==> config.mk <==
export PLATFORM = sky130hd
export DESIGN_NAME = regfile_wb_arbiter
export DESIGN_NICKNAME = d
export VERILOG_FILES = /design/src/rtl/regfile_wb_arbiter.sv
export SDC_FILE = /design/constraint.sdc
export NUM_CORES = 1
export LEC_CHECK = 0
export BUFFER_PORTS_ARGS = -buffer_cell sky130_fd_sc_hd__buf_2
export CAP_MARGIN = 40
export CELL_PAD_IN_SITES_DETAIL_PLACEMENT = 0
export CELL_PAD_IN_SITES_GLOBAL_PLACEMENT = 1
export CORE_MARGIN = 10
export CORE_UTILIZATION = 33
export DETAILED_ROUTE_END_ITERATION = 10
export PLACE_DENSITY_LB_ADDON = 0.08
export SLEW_MARGIN = 40
export SYNTH_ARGS = -nofsm -noshare
export SYNTH_HDL_FRONTEND = slang
export SYNTH_SLANG_ARGS = --single-unit
==> constraint.sdc <==
create_clock -name clk -period 8.46 [get_ports clk]
set_clock_uncertainty 0.15 [all_clocks]
set_input_delay 0 -clock clk [delete_from_list [all_inputs] [get_ports clk]]
set_output_delay 0 -clock clk [all_outputs]
set_load 0.1 [all_outputs]
==> src/rtl/regfile_wb_arbiter.sv <==
// ============================================================================
// Module      : regfile_wb_arbiter
// Description : Round-robin arbiter sharing the register-file write port among
//               NUM_REQ writeback requesters; owns the x1..x31 clear sweep.
//               Optional sweep logic is built only when RF_CLEAR_EN is defined.
// Revision    : 1.0 - initial release
// ============================================================================
`default_nettype none

module regfile_wb_arbiter #(
    parameter int NUM_REQ  = 3,
    parameter int XLEN     = 32,
    parameter int NUM_REGS = 32
) (
    input  logic                    clk,
    input  logic                    reset_n,
    input  logic [NUM_REQ-1:0]      req_valid,
    input  logic [NUM_REQ*5-1:0]    req_addr,
    input  logic [NUM_REQ*XLEN-1:0] req_data,
    output logic [NUM_REQ-1:0]      req_ready,
    input  logic                    clear_req,
    output logic [4:0]              rf_a3,
    output logic [XLEN-1:0]         rf_wd,
    output logic                    rf_wen,
    output logic                    busy,
    output logic [7:0]              drop_cnt
);

    localparam int                 c_ptr_w    = (NUM_REQ > 1) ? $clog2(NUM_REQ) : 1;
    localparam logic [c_ptr_w:0]   c_num_req  = (c_ptr_w + 1)'(NUM_REQ);
    localparam logic [c_ptr_w-1:0] c_last_ptr = c_ptr_w'(NUM_REQ - 1);

    logic [c_ptr_w-1:0]   r_rr_ptr;
    logic [4:0]           r_a3;
    logic [XLEN-1:0]      r_wd;
    logic                 r_wen;
    logic [7:0]           r_drop_cnt;

    logic                 w_in_arb;
    logic [2*NUM_REQ-1:0] w_rot;
    logic                 w_found;
    logic [c_ptr_w-1:0]   w_off;
    logic [c_ptr_w:0]     w_sum;
    logic [c_ptr_w:0]     w_sum_wrap;
    logic [c_ptr_w-1:0]   w_win;
    logic [c_ptr_w-1:0]   w_ptr_next;
    logic [4:0]           w_addr;
    logic [XLEN-1:0]      w_data;
    logic [NUM_REQ-1:0]   w_ready;

`ifdef RF_CLEAR_EN
    typedef enum logic [0:0] {
        ST_CLEAR = 1'b0,
        ST_ARB   = 1'b1
    } state_t;

    localparam logic [4:0] c_last_idx = 5'(NUM_REGS - 1);

    state_t     r_state;
    state_t     w_state_next;
    logic [4:0] r_idx;
    logic [4:0] w_idx_next;

    always_ff @(posedge clk or negedge reset_n) begin
        if (!reset_n) begin
            r_state <= ST_CLEAR;
            r_idx   <= 5'd1;
        end else begin
            r_state <= w_state_next;
            r_idx   <= w_idx_next;
        end
    end

    // A clear request always (re)starts the sweep from x1.
    always_comb begin
        w_state_next = r_state;
        w_idx_next   = r_idx;
        case (r_state)
            ST_ARB: begin
                if (clear_req) begin
                    w_state_next = ST_CLEAR;
                    w_idx_next   = 5'd1;
                end
            end
            ST_CLEAR: begin
                if (clear_req) begin
                    w_idx_next = 5'd1;
                end else if (r_idx == c_last_idx) begin
                    w_state_next = ST_ARB;
                    w_idx_next   = 5'd1;
                end else begin
                    w_idx_next = r_idx + 5'd1;
                end
            end
            default: begin
                w_state_next = ST_ARB;
                w_idx_next   = 5'd1;
            end
        endcase
    end

    assign w_in_arb = (r_state == ST_ARB);
    assign busy     = (r_state == ST_CLEAR);
`else
    logic w_unused_clear;

    assign w_unused_clear = clear_req;
    assign w_in_arb       = 1'b1;
    assign busy           = 1'b0;
`endif

    // Rotate valids so the search starts at rr_ptr; the lowest set bit wins.
    always_comb begin
        w_rot   = {req_valid, req_valid} >> r_rr_ptr;
        w_found = 1'b0;
        w_off   = '0;
        for (int k = NUM_REQ - 1; k >= 0; k--) begin
            if (w_rot[k]) begin
                w_found = 1'b1;
                w_off   = c_ptr_w'(k);
            end
        end
        w_sum      = {1'b0, r_rr_ptr} + {1'b0, w_off};
        w_sum_wrap = w_sum - c_num_req;
        w_win      = (w_sum >= c_num_req) ? w_sum_wrap[c_ptr_w-1:0] : w_sum[c_ptr_w-1:0];
    end

    always_comb begin
        w_addr  = '0;
        w_data  = '0;
        w_ready = '0;
        for (int i = 0; i < NUM_REQ; i++) begin
            if (w_win == c_ptr_w'(i)) begin
                w_addr     = req_addr[5*i +: 5];
                w_data     = req_data[XLEN*i +: XLEN];
                w_ready[i] = w_found & w_in_arb;
            end
        end
    end

    assign w_ptr_next = (w_win == c_last_ptr) ? '0 : w_win + 1'b1;

    always_ff @(posedge clk or negedge reset_n) begin
        if (!reset_n) begin
            r_rr_ptr   <= '0;
            r_a3       <= '0;
            r_wd       <= '0;
            r_wen      <= 1'b0;
            r_drop_cnt <= '0;
        end else if (w_in_arb) begin
            if (w_found) begin
                r_a3     <= w_addr;
                r_wd     <= w_data;
                r_wen    <= (w_addr != 5'd0);
                r_rr_ptr <= w_ptr_next;
                if ((w_addr == 5'd0) && (r_drop_cnt != 8'hFF)) begin
                    r_drop_cnt <= r_drop_cnt + 8'd1;
                end
            end else begin
                r_wen <= 1'b0;
            end
        end
`ifdef RF_CLEAR_EN
        else begin
            r_wen <= 1'b1;
            r_a3  <= r_idx;
            r_wd  <= '0;
        end
`endif
    end

    assign req_ready = w_ready;
    assign rf_a3     = r_a3;
    assign rf_wd     = r_wd;
    assign rf_wen    = r_wen;
    assign drop_cnt  = r_drop_cnt;

endmodule

`default_nettype wire
* After elaboration in Yosys (flattened, before gate mapping)
Cells that the tools add are included.
** Word-level totals
- Latch bits :: 0
- Memories kept :: 0
- Memory bits (read-only) :: 0
- Logic and storage cells :: 37
- Bits in writable memories :: 0
- Output and inout bits :: 50
- Register bits :: 48
- Input bits :: 117
** Operators by class
- Equality and inequality tests :: 3
- Multipliers :: 0
- Reductions and logical operators :: 5
- $add $sub $neg :: 4
- Bitwise operators :: 0
- Divide/modulo/power cells :: 0
- Magnitude comparators :: 1
- Shift operators :: 1
- Muxes and demuxes :: 18
** Operator list (count)
- two-way mux 32 bit :: 3
- two-way mux 5 bit :: 3
- two-way mux 2 bit :: 5
- adder 8 x 1 -> 8 bit, second input constant :: 1
- inequality test 8 bit, second input constant :: 1
- two-way mux 1 bit :: 7
- >> shifter 6 x 2 -> 3 bit :: 1
- zero test 5 bit :: 1
- nonzero test 5 bit :: 1
- adder 2 x 2 -> 3 bit :: 1
- greater-or-equal comparator 3 x 2 -> 1 bit, second input constant :: 1
- adder 2 x 1 -> 2 bit, second input constant :: 1
- == test 2 x 1 -> 1 bit, second input constant :: 1
- == test 2 bit, second input constant :: 1
- zero test 2 bit :: 1
- AND reduction 2 bit :: 1
- subtractor 2 bit, second input constant :: 1
- logical AND 1 bit :: 1

* Logic depth before layout (Yosys ltp)
- Word-level depth :: 14
- Mapped depth :: 19
- Mapped depth without buffers :: 16

* Worst setup path before layout
OpenSTA, ideal clock, no wires.
- Kind :: flip-flop to flip-flop
- Start point :: register r_rr_ptr[0]
- End point :: register r_rr_ptr[0]
- Arrival time :: 4.865 ns
- Library setup time :: 0.077 ns
- Data required time :: 8.233 ns
- Stages on the path, launching flop included :: 18
- Path slack :: 3.368 ns
- Clock period less this slack :: 5.092 ns
- Buffers on the path :: 5
- Cells stage by stage :: dfrtp_1 > clkbuf_1 > nand2_1 > o22ai_1 > nor2_1 > a21oi_1 > ha_1 > inv_1 > fa_1 > buf_6 > inv_1 > ha_1 > buf_6 > o21a_1 > buf_2 > buf_2 > nor3_1 > a21o_1
** Between the ends
- Word-level cells in the longest chain between the ends :: 9
- Elaborated cells on any way between the ends :: 14
- Classes of those cells :: add/sub: 3; order compare: 1; eq/ne: 1; shift: 1; mux: 8
** Ends and longest elaborated chain
- start: declaration :: line 33 : logic [c_ptr_w-1:0] r_rr_ptr;
- start signal: assignment :: line 155 : r_rr_ptr <= w_ptr_next;
- >> shifter 6 x 2 -> 3 bit :: line 114 : w_rot = {req_valid, req_valid} >> r_rr_ptr;
- two-way mux 2 bit (3 in a row) :: line 118 : if (w_rot[k]) begin
- adder 2 x 2 -> 3 bit :: line 123 : w_sum = {1'b0, r_rr_ptr} + {1'b0, w_off};
- greater-or-equal comparator 3 x 2 -> 1 bit or subtractor 2 bit (tied branches) :: line 125, 124
- two-way mux 2 bit :: line 125 : w_win = (w_sum >= c_num_req) ? w_sum_wrap[c_ptr_w-1:0] : w_sum[c_ptr_w-1:0];
- adder 2 x 1 -> 2 bit or == test 2 bit (tied branches) :: line 141 : assign w_ptr_next = (w_win == c_last_ptr) ? '0 : w_win + 1'b1;
- two-way mux 2 bit :: line 141
Several ways; a longest one is shown, not always the timed one.
A chain may end at the register's enable or synchronous reset.

* Worst setup path after layout
- Start point :: register r_rr_ptr[0]
- End point :: register r_wd[20], in the netlist rf_wd[20]
** Between the ends
- Word-level cells in the longest chain between the ends :: 11
- Elaborated cells on any way between the ends :: 17
- Classes of those cells :: add/sub: 2; order compare: 1; eq/ne: 2; shift: 1; mux: 10; reduce/logical: 1
** Ends and longest elaborated chain
- >> shifter 6 x 2 -> 3 bit :: line 114
- two-way mux 2 bit (3 in a row) :: line 118
- adder 2 x 2 -> 3 bit :: line 123
- greater-or-equal comparator 3 x 2 -> 1 bit or subtractor 2 bit (tied branches) :: line 125, 124
- two-way mux 2 bit :: line 125
- zero test 2 bit :: line 133 : if (w_win == c_ptr_w'(i)) begin
- two-way mux 32 bit (3 in a row) :: line 133
- end signal: assignment :: line 153 : r_wd <= w_data;
- end: declaration :: line 35 : logic [XLEN-1:0] r_wd;
Several ways; a longest one is shown, not always the timed one.

==> impl_results.md <==
* Setup slack of the critical path after layout at 3.56 ns
* Fraction of final layout cells sized beyond drive strength 1 at 35.0%
* Setup Total Neg Slack at 0 ns
* Initial DRC count at 167
* Cell types with the largest area share after synthesis: sky130_fd_sc_hd__dfrtp_1 41%, sky130_fd_sc_hd__a21oi_1 13%, sky130_fd_sc_hd__nor2_1 11%
* TritonCTS clock tree: done
* Share of the synthesized area in the top cell type at 41.2%
* Setup violators final at 0
* Critical Path RT at 8.49 ns
* Period utilisation layout at 57.9%
* CTS HTree Levels at 2
* Clock insertion delay at the later pin of the skew report at 0.29 ns
* DIE AREA at 13000 um^2
* Setup Fix Bufs, Post-CTS at 0
* Overall routing resource usage at 16.0%
* Worst rel slew slack at 48.2%
* Post-DP HPWL at 7470 um
* Fraction of registers with async set/reset at 100%
* Average footprint of a synthesized cell at 8.55 um^2
* Total count of hold-check failures in the final report at 0
* Unrepaired setup endpoints after global routing: false
* Total congestion overflow at 0
* Net count after synthesis at 462
* Antenna diode count at 0
* Critical path endpoint category: flop
* Critical path cell sequence: nand2_1 > o22ai_1 > nor2_1 > a21oi_1 > ha_1 > inv_1 > fa_1 > inv_1 > ha_1 > nor3b_1 > o21a_2 > buf_4 > nand2_1 > o22ai_1 > a21oi_1 > dlygate4sd3_1
* Top_reg_cell synth: sky130_fd_sc_hd__dfrtp_1
* Clock slew at the register clock pins of the worst setup and hold paths at about 0.090 ns
* Vertical die dimension at 114 um
* Area Growth Syn to Fin at 58.4%
* Wire length of the first global-routing pass at between 15000 and 20000 um
* Mapped Cells at 341
* DRC Markers at 0
* Maximum fanout count along the critical path at 34
* TritonRoute pass-1 iters at 4
* Number of gates resized after CTS at 0
* DR WL/cell at 15.8 um
* Longest Clk Path Bufs at 2
* Classification of the worst-slack hold path: primary input to flop
* Maximum number of pins on one net before global-route repair at 74
* Count of maximum capacitance violations at 0
* Via/cell ratio at slightly below 5
* Master of the slowest instance on the critical path: sky130_fd_sc_hd__fa_1
* Most frequent cells after synthesis: 82 x sky130_fd_sc_hd__nor2_1, 78 x sky130_fd_sc_hd__a21oi_1, 48 x sky130_fd_sc_hd__dfrtp_1
* Arrival time at the worst endpoint at 4.93 ns
* Die width at 114 um
* GPL Wtd Cong at approximately 0.76
* Kind of cell adding the most delay to the critical path: buffers and inverters
* Number of nets in the layout at 683
* Synth unique cells at 48
* CP startpoint kind: flop
* Count of port buffers added during placement at 164
* Root buffer selected by CTS: sky130_fd_sc_hd__clkbuf_8
* Starting utilization of the core area at 33.6%
* Actual transition at the worst max-transition pin at 0.775 ns
* Number of enable-type register cells in the synthesized netlist at 0
* Total clock buffers created by CTS at 5
* Antenna violations before repair at 0
* Max-slew violation count at 0
* Sequential share of the synthesized area at 41.2%
* Area of the mapped netlist at 2910 um^2
* Number of nets with antenna violations after routing at 0
* Count of pins on the block boundary at between 150 and 200
* Library cell with the highest instance count after synthesis: sky130_fd_sc_hd__nor2_1
* Stage delay of the slowest cell on the critical path at 0.68 ns
* Status: complete, no violations
* Worst path bufs/invs at 4
* Area of the placeable core at 8680 um^2
* Dominant cell type by area after synthesis: sky130_fd_sc_hd__dfrtp_1
* Register bit count reported by yosys at between 40 and 50
* Vias at 3229
* Number of clock sinks at 48
* Aggregate routed wire length at 10600 um
* Category of the critical setup timing path: flop to flop
* Count of hold-fix buffers inserted at cts at 71
* Highest achievable clock rate at 204 MHz
* Number of warnings reported in the yosys synthesis log at 0
* Number of global-route vias before repair at 3440
* Worst slack, placed at ~4.0 ns
* Crit path time final at about 5 ns
* Std cell rows at 34
-- stage by stage --
| step | utilization (%) | hold slack, ns | std cells | area [um^2] |
|---|---|---|---|---|
| 2_1_floorplan | - | -0.446 | 341 | 2910 |
| 3_3_place_gp | 43.5 | 0.0223 | 591 | 3770 |
| 3_5_place_dp | 43.8 | 0.0144 | 592 | 3800 |
| 4_1_cts | 53.2 | 0.000686 | 671 | 4620 |
| 5_1_grt | 53.2 | 0.0515 | 671 | 4620 |
| 6_report | 53.2 | 0.000478 | 671 | 4620 |
-- state kept, by name (all words and copies together), names as in the netlist --
register and count:
drop_cnt 8, rf_wen 1, rf_wd 32, r_rr_ptr 2
rf_a3 5
-- per-layer routing --
layer  GRT usage, %  routed length (um)
met5              0                   0
met2           27.7                5430
met1           18.3                4270
met3           5.62                 774
met4           3.76                 133
-- placed cells by master (no fill, tap or decap), types with 6 or more instances in the layout --
master,n
sky130_fd_sc_hd__dfrtp_1,48
sky130_fd_sc_hd__dlygate4sd3_1,71
sky130_fd_sc_hd__a21oi_1,78
sky130_fd_sc_hd__mux2i_1,17
sky130_fd_sc_hd__inv_1,6
sky130_fd_sc_hd__xor2_1,6
sky130_fd_sc_hd__buf_2,164
sky130_fd_sc_hd__nand2_1,10
sky130_fd_sc_hd__nor2_1,82
sky130_fd_sc_hd__o22ai_1,19
-- worst min-delay path, delay by kind of cell --
kind | cells | cell delay [ns]
muxes | 1 | 0.06
buffers and inverters | 1 | 0.07
AOI/OAI and AO/OA | 2 | 0.17
and+or+nand+nor | 1 | 0.09
-- cell type report --
class                           instances  area, um^2
Sequential cell                        48        1200
Clock buffer                            6        72.6
Inverter                                6        22.5
Fill cell                             853        4060
Multi-Input combinational cell        261        1560
Timing Repair Buffer                  240        1590
Clock inverter                          2        35.0
Tap cell                              108         135
-- kinds of logic (layout without fill, tap and decap cells) --
logic type / Yosys count / in the layout / synth area share, %
buf+inv: 32 / 254 / 5.54
fa+ha+maj: 4 / 4 / 1.98
other cells: 1 / 1 / 0.129
xor+xnor: 7 / 7 / 2.10
flops: 48 / 48 / 41.2
compound gates: 114 / 114 / 23.1
mux: 22 / 22 / 8.03
simple gates: 113 / 113 / 17.9
-- path summary, 6_finish.rpt --
kind | cells after the start | from | slack, ns | to
setup / recovery | 16 | r_rr_ptr[0] | 3.56 | rf_wd[20]
hold / removal | 5 | req_data[2] | 0.0005 | rf_wd[2]
setup reg to reg | 16 | r_rr_ptr[0] | 3.56 | rf_wd[20]
hold reg to reg | 1 | drop_cnt[7] | 0.34 | drop_cnt[7]
max in group asynchronous | 3 | reset_n | 7.54 | rf_wd[9]
min in group asynchronous | 3 | reset_n | 0.19 | drop_cnt[7]
Power is left out: the tool's default activity adds up to more than one toggle a clock period on the data nets, which glitch-free logic cannot reach.
